File: src/rtl/muldiv_iter_unit.sv
// Iterative RV32M/RV64M multiply/divide unit: shift-add multiply and restoring
// divide, UNROLL bits per cycle. Optional early-out path: define MULDIV_EARLY_OUT_EN.
module muldiv_iter_unit #(
    parameter int XLEN   = 32,
    parameter int UNROLL = 1,
    parameter int TAG_W  = 5
) (
    input  logic             clk,
    input  logic             rst,
    input  logic             in_valid,
    output logic             in_ready,
    input  logic [2:0]       in_funct3,
    input  logic [XLEN-1:0]  in_a,
    input  logic [XLEN-1:0]  in_b,
    input  logic [TAG_W-1:0] in_tag,
    input  logic             flush,
    output logic             out_valid,
    input  logic             out_ready,
    output logic [XLEN-1:0]  out_result,
    output logic [TAG_W-1:0] out_tag,
    output logic             busy
);
    localparam int N     = XLEN / UNROLL;
    localparam int CNT_W = $clog2(N + 1);
    localparam logic [CNT_W-1:0] LAST     = CNT_W'(N);
    localparam logic [XLEN-1:0]  MOST_NEG = {1'b1, {(XLEN-1){1'b0}}};

    typedef enum logic [2:0] {S_IDLE, S_MUL, S_DIV, S_FIX, S_DONE} state_t;

    state_t state, state_nxt;

    logic [2:0]       f3_q;
    logic [XLEN:0]    hi_q, hi_nxt;   // product high half / partial remainder
    logic [XLEN-1:0]  lo_q, lo_nxt;   // multiplier or dividend, shifted out as bits retire
    logic [XLEN:0]    opb_q;          // multiplicand or divisor magnitude
    logic             neg_quo, neg_rem;
    logic [CNT_W-1:0] cnt_q;

    logic             accept;
    logic             a_neg, b_neg;
    logic [XLEN:0]    mag_a, mag_b;
    logic             div_zero, div_ovf;
    logic             mul_trivial, div_trivial;
    logic [XLEN:0]    trial;
    logic [2*XLEN-1:0] prod;
    logic [XLEN-1:0]  quo, rem, fix_result;

    assign accept = in_valid && !flush && (state == S_IDLE);

    // Operand decode for the accept edge: magnitudes, signs, special cases.
    always_comb begin
        a_neg    = in_a[XLEN-1] && ((in_funct3 == 3'd1) || (in_funct3 == 3'd2) ||
                                    (in_funct3 == 3'd4) || (in_funct3 == 3'd6));
        b_neg    = in_b[XLEN-1] && ((in_funct3 == 3'd1) || (in_funct3 == 3'd4) ||
                                    (in_funct3 == 3'd6));
        mag_a    = a_neg ? -{1'b1, in_a} : {1'b0, in_a};
        mag_b    = b_neg ? -{1'b1, in_b} : {1'b0, in_b};
        div_zero = in_funct3[2] && (in_b == '0);
        div_ovf  = ((in_funct3 == 3'd4) || (in_funct3 == 3'd6)) &&
                   (in_a == MOST_NEG) && (in_b == '1);
`ifdef MULDIV_EARLY_OUT_EN
        mul_trivial = !in_funct3[2] &&
                      ((mag_a == '0) || (mag_b == '0) || (mag_b == (XLEN+1)'(1)));
        div_trivial = in_funct3[2] && !div_zero && !div_ovf && (mag_a < mag_b);
`else
        mul_trivial = 1'b0;
        div_trivial = 1'b0;
`endif
    end

    // UNROLL iterations of shift-add (multiply) or restoring subtract (divide).
    always_comb begin
        hi_nxt = hi_q;
        lo_nxt = lo_q;
        trial  = '0;
        for (int u = 0; u < UNROLL; u++) begin
            if (f3_q[2]) begin
                trial  = {hi_nxt[XLEN-1:0], lo_nxt[XLEN-1]};
                lo_nxt = {lo_nxt[XLEN-2:0], 1'b0};
                if (trial >= opb_q) begin
                    hi_nxt    = trial - opb_q;
                    lo_nxt[0] = 1'b1;
                end else begin
                    hi_nxt = trial;
                end
            end else begin
                trial  = lo_nxt[0] ? ({1'b0, hi_nxt[XLEN-1:0]} + opb_q)
                                   : {1'b0, hi_nxt[XLEN-1:0]};
                lo_nxt = {trial[0], lo_nxt[XLEN-1:1]};
                hi_nxt = {1'b0, trial[XLEN:1]};
            end
        end
    end

    // Sign fix-up and half/quotient/remainder select.
    always_comb begin
        prod = {hi_q[XLEN-1:0], lo_q};
        if (neg_quo) begin
            prod = -prod;
        end
        quo = neg_quo ? -lo_q : lo_q;
        rem = neg_rem ? -hi_q[XLEN-1:0] : hi_q[XLEN-1:0];
        case (f3_q)
            3'd0:                fix_result = prod[XLEN-1:0];
            3'd1, 3'd2, 3'd3:    fix_result = prod[2*XLEN-1:XLEN];
            3'd4, 3'd5:          fix_result = quo;
            default:             fix_result = rem;
        endcase
    end

    always_ff @(posedge clk) begin
        if (rst) begin
            state <= S_IDLE;
        end else begin
            state <= state_nxt;
        end
    end

    // NOTE: every output and next-state is given a default before the case so
    // that no path leaves a value unassigned, which would infer a latch.
    always_comb begin
        state_nxt = state;
        in_ready  = 1'b0;
        out_valid = 1'b0;
        busy      = (state != S_IDLE);
        case (state)
            S_IDLE: begin
                in_ready = 1'b1;
                if (accept) begin
                    if (div_zero || div_ovf) begin
                        state_nxt = S_FIX;
                    end else if (in_funct3[2]) begin
                        state_nxt = S_DIV;
                    end else begin
                        state_nxt = S_MUL;
                    end
                end
            end
            S_MUL, S_DIV: begin
                if (cnt_q == LAST) begin
                    state_nxt = S_FIX;
                end
            end
            S_FIX:  state_nxt = S_DONE;
            S_DONE: begin
                out_valid = 1'b1;
                if (out_ready) begin
                    state_nxt = S_IDLE;
                end
            end
            default: state_nxt = S_IDLE;
        endcase
        if (flush) begin
            state_nxt = S_IDLE;
        end
    end

    // NOTE: sequential state uses non-blocking assignments so every register
    // samples pre-edge values regardless of statement order.
    always_ff @(posedge clk) begin
        if (rst) begin
            f3_q       <= '0;
            hi_q       <= '0;
            lo_q       <= '0;
            opb_q      <= '0;
            neg_quo    <= 1'b0;
            neg_rem    <= 1'b0;
            cnt_q      <= '0;
            out_result <= '0;
            out_tag    <= '0;
        end else begin
            if (accept) begin
                f3_q    <= in_funct3;
                out_tag <= in_tag;
                cnt_q   <= '0;
                hi_q    <= '0;
                neg_quo <= a_neg ^ b_neg;
                neg_rem <= a_neg;
                // Special cases preload the final quotient/remainder so FIX passes them through.
                if (div_zero) begin
                    lo_q    <= '1;
                    hi_q    <= {1'b0, in_a};
                    neg_quo <= 1'b0;
                    neg_rem <= 1'b0;
                end else if (div_ovf) begin
                    lo_q    <= in_a;
                    neg_quo <= 1'b0;
                    neg_rem <= 1'b0;
                end else if (mul_trivial) begin
                    cnt_q <= LAST;
                    lo_q  <= (mag_b == '0) ? '0 : mag_a[XLEN-1:0];
                end else if (div_trivial) begin
                    cnt_q <= LAST;
                    lo_q  <= '0;
                    hi_q  <= mag_a;
                end else if (in_funct3[2]) begin
                    lo_q  <= mag_a[XLEN-1:0];
                    opb_q <= mag_b;
                end else begin
                    lo_q  <= mag_b[XLEN-1:0];
                    opb_q <= mag_a;
                end
            end else if (((state == S_MUL) || (state == S_DIV)) && (cnt_q != LAST)) begin
                hi_q  <= hi_nxt;
                lo_q  <= lo_nxt;
                cnt_q <= cnt_q + CNT_W'(1);
            end
            if (state == S_FIX) begin
                out_result <= fix_result;
            end
        end
    end

endmodule
File: config.mk
export PLATFORM = sky130hd
export DESIGN_NAME = muldiv_iter_unit
export DESIGN_NICKNAME = d
export VERILOG_FILES = /design/src/rtl/muldiv_iter_unit.sv
export SDC_FILE = /design/constraint.sdc
export NUM_CORES = 1
export LEC_CHECK = 0
export BUFFER_PORTS_ARGS = -buffer_cell sky130_fd_sc_hd__buf_2
export CORE_MARGIN = 8
export CORE_UTILIZATION = 50
export CTS_CLUSTER_SIZE = 8
export DETAILED_ROUTE_END_ITERATION = 6
export GPL_TIMING_DRIVEN = 0
export PLACE_DENSITY = 0.71
export SLEW_MARGIN = 25
export SYNTH_ARGS = -nofsm -noshare
export SYNTH_HDL_FRONTEND = slang
export SYNTH_SLANG_ARGS = --single-unit
File: constraint.sdc
create_clock -name clk -period 3.65 [get_ports clk]
set_clock_uncertainty 0.15 [all_clocks]
set_input_delay 0.73 -clock clk [delete_from_list [all_inputs] [get_ports clk]]
set_output_delay 0.73 -clock clk [all_outputs]
set_load 0.03 [all_outputs]
==> results of run 1 <==
[sequential cells by signal, indices dropped and copies added (netlist names)]
| name | cells |
|---|---|
| f3_q | 3 |
| opb_q | 33 |
| out_result | 32 |
| neg_rem | 1 |
| out_tag | 5 |
| cnt_q | 6 |
| hi_q | 32 |
| neg_quo | 1 |
| state | 3 |
| lo_q | 32 |
[routing by layer]
layer	vias to the layer above	track usage, %	routed length [microns]
met5	-	0	0
met2	1410	56.2	29600
met1	8572	50.6	28800
li1	7954	-	-
met4	0	22.7	5130
met3	327	12.0	10000
[Yosys cell counts (all sizes together), types with 8 or more instances]
cell type / count / share of area [%]
o31ai: 26 / 1.5
a31oi: 20 / 0.84
and3: 8 / 0.34
a211oi: 54 / 2.7
or3: 28 / 1.2
a21o: 36 / 1.8
nand2: 219 / 5.5
dfxtp: 148 / 20
o41ai: 14 / 1.0
nand3: 28 / 0.94
ha: 72 / 6.0
nor2: 188 / 4.7
nor2b: 15 / 0.63
or4: 21 / 1.1
o21ai: 163 / 5.5
inv: 77 / 1.9
a222oi: 18 / 1.2
buf: 20 / 0.66
xor2: 75 / 4.4
and2: 13 / 0.55
a221o: 11 / 0.74
xnor2: 123 / 7.2
o221ai: 10 / 0.59
a221oi: 16 / 0.94
o211ai: 30 / 1.5
mux2i: 63 / 4.2
nand4: 29 / 1.2
o22ai: 13 / 0.55
or2: 13 / 0.60
nor4: 21 / 0.88
a22oi: 18 / 0.91
nor3: 53 / 1.8
nand2b: 13 / 0.55
a21oi: 217 / 7.3
clkbuf: 148 / 3.7
mux2: 9 / 0.68
[power by group]
part / internal (W) / switching, W
registers: 0.00169 / 0.000126
logic: 0.000996 / 0.00185
clock network: 0.000985 / 0.000886
total: 0.00367 / 0.00286
[how the worst max path moves through the flow]
| stage | startpoint | endpoint | slack, ns | cells past startpoint |
|---|---|---|---|---|
| final | lo_q[16]$_SDFFE_PP0P_ | out_result[1]$_SDFFE_PP0P_ | -0.23 | 11 |
| after global routing | lo_q[12]$_SDFFE_PP0P_ | out_result[22]$_SDFFE_PP0P_ | -0.29 | 10 |
| after CTS | lo_q[12]$_SDFFE_PP0P_ | out_result[16]$_SDFFE_PP0P_ | -0.20 | 11 |
| after detailed placement | in_b[9] | lo_q[28]$_SDFFE_PP0P_ | -1.28 | 10 |
| after global placement | in_b[0] | lo_q[23]$_SDFFE_PP0P_ | -1.22 | 13 |
| after floorplan | in_b[9] | opb_q[4]$_SDFFE_PP0P_ | 0.1 | 11 |
[repair_timing]
item,in CTS,in global routing
setup buffers,28,14
pin swaps,70,50
cloned,0,0
endpoints found under the setup margin,130,100
resized for setup,107,86
[cells in the final DEF (no fill, tap or decap), drive strengths merged, types with 18 or more instances in the layout]
| cell | n |
|---|---|
| a211oi | 54 |
| a21o | 36 |
| a21oi | 217 |
| a222oi | 18 |
| a22oi | 18 |
| a31oi | 20 |
| buf | 182 |
| clkbuf | 143 |
| dfxtp | 148 |
| ha | 72 |
| inv | 85 |
| mux2i | 63 |
| nand2 | 219 |
| nand3 | 28 |
| nand4 | 29 |
| nor2 | 188 |
| nor3 | 53 |
| nor4 | 21 |
| o211ai | 30 |
| o21ai | 163 |
| o31ai | 26 |
| or3 | 28 |
| or4 | 21 |
| xnor2 | 123 |
| xor2 | 75 |
[stage by stage]
step	area (sq um)	total power, W	instances	util, %
after floorplan	14900	0.00344	2098	-
after global placement	16000	0.00427	2602	54.2
after detailed placement	16000	0.00429	2603	54.3
after CTS	17200	0.00625	2656	58.3
after global routing	17600	0.00670	2660	59.5
final	17600	0.00654	2660	59.5
[cells by family after synthesis]
family | after synthesis | share of synthesized area, %
compound gates | 688 | 29.5
xor+xnor | 198 | 11.6
fa+ha+maj | 74 | 6.31
buf+inv | 247 | 6.44
flops | 148 | 19.9
mux | 72 | 4.91
simple gates | 671 | 21.3
[final cells by class]
cell class | count | area [sq um]
plain buffers | 152 | 654
clock buffers | 17 | 425
clock inverters | 15 | 181
fillers | 2806 | 11900
inverters | 78 | 300
multi-input cells | 1703 | 11600
flip-flops and latches | 148 | 2990
well taps | 390 | 488
repair buffers | 157 | 960
[critical path, cell delays in order (launching register included)]
cell      delay, ns
dfxtp_1        0.42
or4_4          0.57
or3_4          0.36
or3_4          0.39
or2_4          0.25
or4_4          0.54
buf_12         0.20
o21ai_4        0.14
xnor2_1        0.09
a222oi_1       0.37
nand2_1        0.13
a21oi_2        0.17
==> run_summary.xml, run 1 <==
<?xml version="1.0" encoding="UTF-8"?>
<metrics>
  <group name="yosys">
    <metric name="synth-async-reset-ratio" unit="%">0</metric>
    <metric name="synth-seq-cells" unit="">148</metric>
    <metric name="ys.flop_type" unit="">dfxtp_1</metric>
    <metric name="yosysWarnings" unit="">0</metric>
    <metric name="yosysUniqueCellTypes" unit="">76</metric>
    <metric name="synthesis.instances" unit="">2098</metric>
    <metric name="synth_fp_nets" unit="">2249</metric>
    <metric name="synth_area_per_cell" unit="sq um">7.11</metric>
    <metric name="post_synth_instance_area" unit="sq mm">0.0149</metric>
    <metric name="synth_sequential_area_ratio" unit="%">19.9</metric>
    <metric name="synth_edf_count" unit="">0</metric>
  </group>
  <group name="detailed_routing">
    <metric name="post_dr_vias_cell" unit="">6.87</metric>
    <metric name="post_drt_wl_per_cell" unit="microns">27.6</metric>
    <metric name="post-route-drc-count" unit="">66</metric>
    <metric name="drt.antenna.violating_nets" unit="">0</metric>
    <metric name="drt-initial-drc-count" unit="">2961</metric>
    <metric name="dr_total_vias" unit="">18300</metric>
    <metric name="drt_wl_total" unit="microns">73500</metric>
    <metric name="drt_first_pass_iters" unit="">7</metric>
  </group>
  <group name="worst_hold_path">
    <metric name="whs_endpoint" unit="">out_tag[4]$_SDFFE_PP0P_</metric>
    <metric name="hold_path.startpoint" unit="">out_tag[4]$_SDFFE_PP0P_</metric>
    <metric name="min-delay-path-class" unit="">register to register</metric>
    <metric name="hold-path-cell-count" unit="">2</metric>
  </group>
  <group name="worst_setup_path">
    <metric name="worst-setup-path-type" unit="">register to register</metric>
    <metric name="timing.critical_path.to_type" unit="">register</metric>
    <metric name="critPathLaunchType" unit="">register</metric>
    <metric name="path_max_fanout" unit="">7</metric>
    <metric name="crit-reg2reg-launch" unit="">lo_q[16]$_SDFFE_PP0P_</metric>
    <metric name="worst-endpoint-arrival" unit="ns">4.11</metric>
    <metric name="cp.required" unit="ns">3.88</metric>
    <metric name="r2r-end" unit="">out_result[1]$_SDFFE_PP0P_</metric>
    <metric name="r2r_setup_slack" unit="ns">-0.23</metric>
    <metric name="worst-r2r-cell-count" unit="">11</metric>
  </group>
  <group name="cts">
    <metric name="cts.htree.levels" unit="">4</metric>
    <metric name="tritoncts" unit="">built</metric>
    <metric name="clockBufferDepth" unit="">2</metric>
    <metric name="tritoncts_num_sinks" unit="">148</metric>
    <metric name="cts_hold_repair.buffers" unit="">0</metric>
    <metric name="path_clk_slew" unit="ns">0.08</metric>
    <metric name="tritoncts.num_buffers" unit="">17</metric>
    <metric name="clk_root_buffer_cell" unit="">clkbuf_16</metric>
    <metric name="clk-insertion-delay-late" unit="ns">0.46</metric>
  </group>
  <group name="job">
    <metric name="max_capacitance_violation_count" unit="">0</metric>
  </group>
  <group name="timing">
    <metric name="max_slew.worst_pin.slew" unit="ns">1.07</metric>
    <metric name="setup_repair_after_global_routing_missed_its_margin" unit="">true</metric>
    <metric name="final_hold_viol_count" unit="">0</metric>
    <metric name="fin_tns_setup" unit="ns">-2.73</metric>
    <metric name="fmax" unit="MHz">257</metric>
    <metric name="worst_slew_margin_relative_to_its_limit" unit="%">28.9</metric>
    <metric name="post-route-min-period" unit="ns">3.88</metric>
    <metric name="min_period_over_period" unit="%">106</metric>
    <metric name="timing.final.max_slew_violations" unit="">0</metric>
    <metric name="postLayoutSetupSlackWorst" unit="ns">-0.234</metric>
    <metric name="setup_viol" unit="">26</metric>
    <metric name="finalHoldWorstSlack" unit="ns">0.305</metric>
  </group>
  <group name="final_layout">
    <metric name="post_route_cells_drive_above_1_share" unit="%">15.0</metric>
    <metric name="area.growth.synth_to_final" unit="%">17.7</metric>
    <metric name="n_antenna_cell" unit="">0</metric>
    <metric name="nets" unit="">2408</metric>
  </group>
  <group name="place">
    <metric name="io_buffer_count" unit="">114</metric>
    <metric name="dp_worst_setup_slack" unit="ns">-1.28</metric>
    <metric name="dp.final_hpwl" unit="microns">56300</metric>
    <metric name="gp_weighted_congestion" unit="">1.03</metric>
  </group>
  <group name="status">
    <metric name="outcome" unit="">finished, violations left</metric>
    <metric name="violated_checks" unit="">design-rule violations, negative setup slack</metric>
  </group>
  <group name="floorplan">
    <metric name="core_area" unit="sq mm">0.0295</metric>
    <metric name="die_w" unit="microns">189</metric>
    <metric name="die_height" unit="microns">189</metric>
    <metric name="dieArea" unit="sq mm">0.0356</metric>
    <metric name="num_io_pins" unit="">117</metric>
    <metric name="row_count" unit="">63</metric>
    <metric name="starting_utilization_of_the_core_area" unit="%">50.6</metric>
  </group>
  <group name="grt">
    <metric name="gr-total-overflow" unit="">0</metric>
    <metric name="first_pass_grt_wire_length" unit="microns">106000</metric>
    <metric name="first_global_vias" unit="">16900</metric>
    <metric name="largest_net_degree_at_the_start_of_global_routing" unit="">18</metric>
    <metric name="grt_antenna_before_repair" unit="">0</metric>
    <metric name="grt_util_all_layers" unit="%">39.0</metric>
  </group>
  <group name="pwr">
    <metric name="cellPowerDensity" unit="mW/mm^2">372</metric>
    <metric name="vdd_drop_max" unit="uV">321</metric>
    <metric name="leakage" unit="nW">6.83</metric>
  </group>
</metrics>
(Power assumes the default switching activity.)
==> run 2: changes to the inputs <==
PLACE_DENSITY = 0.73   (was 0.71)
==> run_summary.xml, run 2 (synthesis gave the netlist of run 1 again) <==
<?xml version="1.0" encoding="UTF-8"?>
<metrics>
  <group name="status">
    <metric name="outcome" unit="">finished, violations left</metric>
    <metric name="violated_checks" unit="">design-rule violations, negative setup slack</metric>
  </group>
  <group name="timing">
    <metric name="min_period_over_period" unit="%">104</metric>
    <metric name="post-route-min-period" unit="ns">3.79</metric>
    <metric name="setup_repair_after_global_routing_missed_its_margin" unit="">true</metric>
    <metric name="postLayoutSetupSlackWorst" unit="ns">-0.142</metric>
    <metric name="max_slew.worst_pin.slew" unit="ns">1.09</metric>
    <metric name="timing.final.max_slew_violations" unit="">0</metric>
    <metric name="setup_viol" unit="">10</metric>
    <metric name="worst_slew_margin_relative_to_its_limit" unit="%">27.0</metric>
    <metric name="fmax" unit="MHz">264</metric>
    <metric name="final_hold_viol_count" unit="">0</metric>
  </group>
  <group name="final_layout">
    <metric name="most-common-layout-cells" unit="">218 x nand2_1, 214 x a21oi_1, 186 x nor2_1</metric>
    <metric name="largest_register" unit="">opb_q</metric>
    <metric name="final_common_cell" unit="">nand2_1</metric>
    <metric name="final_area" unit="sq mm">0.0175</metric>
    <metric name="nets" unit="">2412</metric>
    <metric name="area.growth.synth_to_final" unit="%">17.7</metric>
    <metric name="post_route_cells_drive_above_1_share" unit="%">15.0</metric>
    <metric name="fillers" unit="">2788</metric>
    <metric name="largest_register_ff_count" unit="">33</metric>
  </group>
  <group name="grt">
    <metric name="grt_util_all_layers" unit="%">38.1</metric>
    <metric name="first_global_vias" unit="">17000</metric>
    <metric name="gr-total-overflow" unit="">0</metric>
    <metric name="largest_net_degree_at_the_start_of_global_routing" unit="">19</metric>
    <metric name="first_pass_grt_wire_length" unit="microns">104000</metric>
    <metric name="grt_antenna_before_repair" unit="">1</metric>
  </group>
  <group name="worst_setup_path">
    <metric name="timing.critical_path.slowest_cell_delay" unit="ns">0.52</metric>
    <metric name="worst-setup-path-type" unit="">register to register</metric>
    <metric name="path_max_fanout" unit="">7</metric>
    <metric name="cp.required" unit="ns">3.82</metric>
    <metric name="worst-endpoint-arrival" unit="ns">3.97</metric>
    <metric name="crit-reg2reg-launch" unit="">lo_q[10]$_SDFFE_PP0P_</metric>
    <metric name="timing.critical_path.slowest_stage_cell" unit="">or4_4</metric>
    <metric name="r2r-end" unit="">out_result[26]$_SDFFE_PP0P_</metric>
    <metric name="critPathLaunchType" unit="">register</metric>
    <metric name="r2r_setup_slack" unit="ns">-0.14</metric>
    <metric name="timing.critical_path.cells" unit="">or4_4, or3_4, or2_4, or3_4, or4_4, clkbuf_16, buf_6, o21ai_4, xnor2_1, a222oi_1, a21oi_1</metric>
    <metric name="timing.critical_path.to_type" unit="">register</metric>
    <metric name="worst-r2r-cell-count" unit="">11</metric>
  </group>
  <group name="pwr">
    <metric name="pwr-share-clk" unit="%">28.2</metric>
    <metric name="report.power.total" unit="W">0.00652</metric>
    <metric name="cellPowerDensity" unit="mW/mm^2">371</metric>
    <metric name="vdd_drop_max" unit="uV">305</metric>
    <metric name="pwr-share-comb" unit="%">43.9</metric>
    <metric name="p_int" unit="W">0.00364</metric>
    <metric name="leakage" unit="nW">6.85</metric>
    <metric name="power.switching" unit="W">0.00288</metric>
    <metric name="seq_power_share" unit="%">27.9</metric>
    <metric name="sw_ratio" unit="%">44.2</metric>
  </group>
  <group name="floorplan">
    <metric name="die_height" unit="microns">189</metric>
    <metric name="die_w" unit="microns">189</metric>
    <metric name="num_io_pins" unit="">117</metric>
    <metric name="core_area" unit="sq mm">0.0295</metric>
    <metric name="row_count" unit="">63</metric>
    <metric name="dieArea" unit="sq mm">0.0356</metric>
    <metric name="starting_utilization_of_the_core_area" unit="%">50.6</metric>
  </group>
  <group name="cts">
    <metric name="clk_root_buffer_cell" unit="">clkbuf_16</metric>
    <metric name="clockBufferDepth" unit="">2</metric>
    <metric name="cts_hold_repair.buffers" unit="">0</metric>
    <metric name="clk-insertion-delay-late" unit="ns">0.45</metric>
    <metric name="tritoncts_num_sinks" unit="">148</metric>
    <metric name="tritoncts.num_buffers" unit="">17</metric>
    <metric name="cts.htree.levels" unit="">4</metric>
    <metric name="path_clk_slew" unit="ns">0.08</metric>
    <metric name="tritoncts" unit="">built</metric>
  </group>
  <group name="worst_hold_path">
    <metric name="hold_path.startpoint" unit="">out_tag[3]$_SDFFE_PP0P_</metric>
    <metric name="hold-path-cell-count" unit="">2</metric>
    <metric name="min-delay-path-class" unit="">register to register</metric>
    <metric name="whs_endpoint" unit="">out_tag[3]$_SDFFE_PP0P_</metric>
  </group>
  <group name="detailed_routing">
    <metric name="post_dr_vias_cell" unit="">6.79</metric>
    <metric name="drt.antenna.violating_nets" unit="">0</metric>
    <metric name="drt-initial-drc-count" unit="">2843</metric>
    <metric name="dr_total_vias" unit="">18100</metric>
    <metric name="drt_first_pass_iters" unit="">7</metric>
    <metric name="post-route-drc-count" unit="">5</metric>
    <metric name="drt_wl_total" unit="microns">71100</metric>
    <metric name="post_drt_wl_per_cell" unit="microns">26.7</metric>
  </group>
  <group name="job">
    <metric name="max_capacitance_violation_count" unit="">0</metric>
  </group>
  <group name="place">
    <metric name="io_buffer_count" unit="">114</metric>
    <metric name="dp_worst_setup_slack" unit="ns">-1.27</metric>
    <metric name="postPlaceCellArea" unit="sq mm">0.0160</metric>
    <metric name="gp_weighted_congestion" unit="">1.10</metric>
    <metric name="dp.final_hpwl" unit="microns">54400</metric>
  </group>
</metrics>
-- run 2: how the worst max path moves through the flow --
stage	startpoint	cells after the start	to	slack, ns
3_3_place_gp	in_b[0]	13	opb_q[31]$_SDFFE_PP0P_	-1.22
4_1_cts	lo_q[10]$_SDFFE_PP0P_	11	out_result[16]$_SDFFE_PP0P_	-0.14
5_1_grt	lo_q[10]$_SDFFE_PP0P_	10	out_result[16]$_SDFFE_PP0P_	-0.20
2_1_floorplan	in_b[9]	11	opb_q[4]$_SDFFE_PP0P_	0.1
6_report	lo_q[10]$_SDFFE_PP0P_	11	out_result[26]$_SDFFE_PP0P_	-0.14
3_5_place_dp	in_b[0]	14	opb_q[4]$_SDFFE_PP0P_	-1.27
-- run 2: timing repair --
action,CTS,global route
setup buffers,24,24
setup endpoints to repair,129,106
pin swaps,43,59
gates resized for setup,86,100
gates cloned,0,0
-- run 2: area by class of cell --
type	instances	area [sq um]	share of cell area [%]
inverters	78	300	1.71
multi-input cells	1703	11500	65.8
well taps	390	488	2.78
diodes	1	2.50	0.0143
flip-flops and latches	148	2990	17.0
clock buffers	17	425	2.42
repair buffers	162	978	5.58
plain buffers	151	646	3.68
clock inverters	15	174	0.991
-- run 2: per-stage QoR --
step,TNS [ns],std cells,utilization (%),hold slack [ns]
CTS,-0.461,2652,57.8,0.304
finish,-0.770,2665,59.5,0.302
global placement,-83.64,2602,54.2,0.290
detailed placement,-90.43,2603,54.3,0.293
floorplan,0,2098,-,0.299
global route,-1.95,2664,59.5,0.321
-- run 2: power by group through the flow --
stage	clock, W	sequential, W	combinational (W)
after CTS	0.00182	0.00181	0.00259
final	0.00184	0.00182	0.00286
after global placement	0	0.00184	0.00242
after detailed placement	0	0.00184	0.00245
after floorplan	0	0.00180	0.00165
after global routing	0.00189	0.00182	0.00298
-- run 2: routing by layer --
layer / wire length, microns / GRT usage (%)
met5: 0 / 0
met4: 5020 / 24.1
met3: 9620 / 12.7
met2: 28800 / 55.4
met1: 27600 / 47.6
-- run 2: critical path, delay by kind of cell (launching register included) --
kind,cells,cell delay (ns)
xor+xnor,1,0.08
flops,1,0.36
compound gates,3,0.66
simple gates,5,2.07
buf+inv,2,0.33
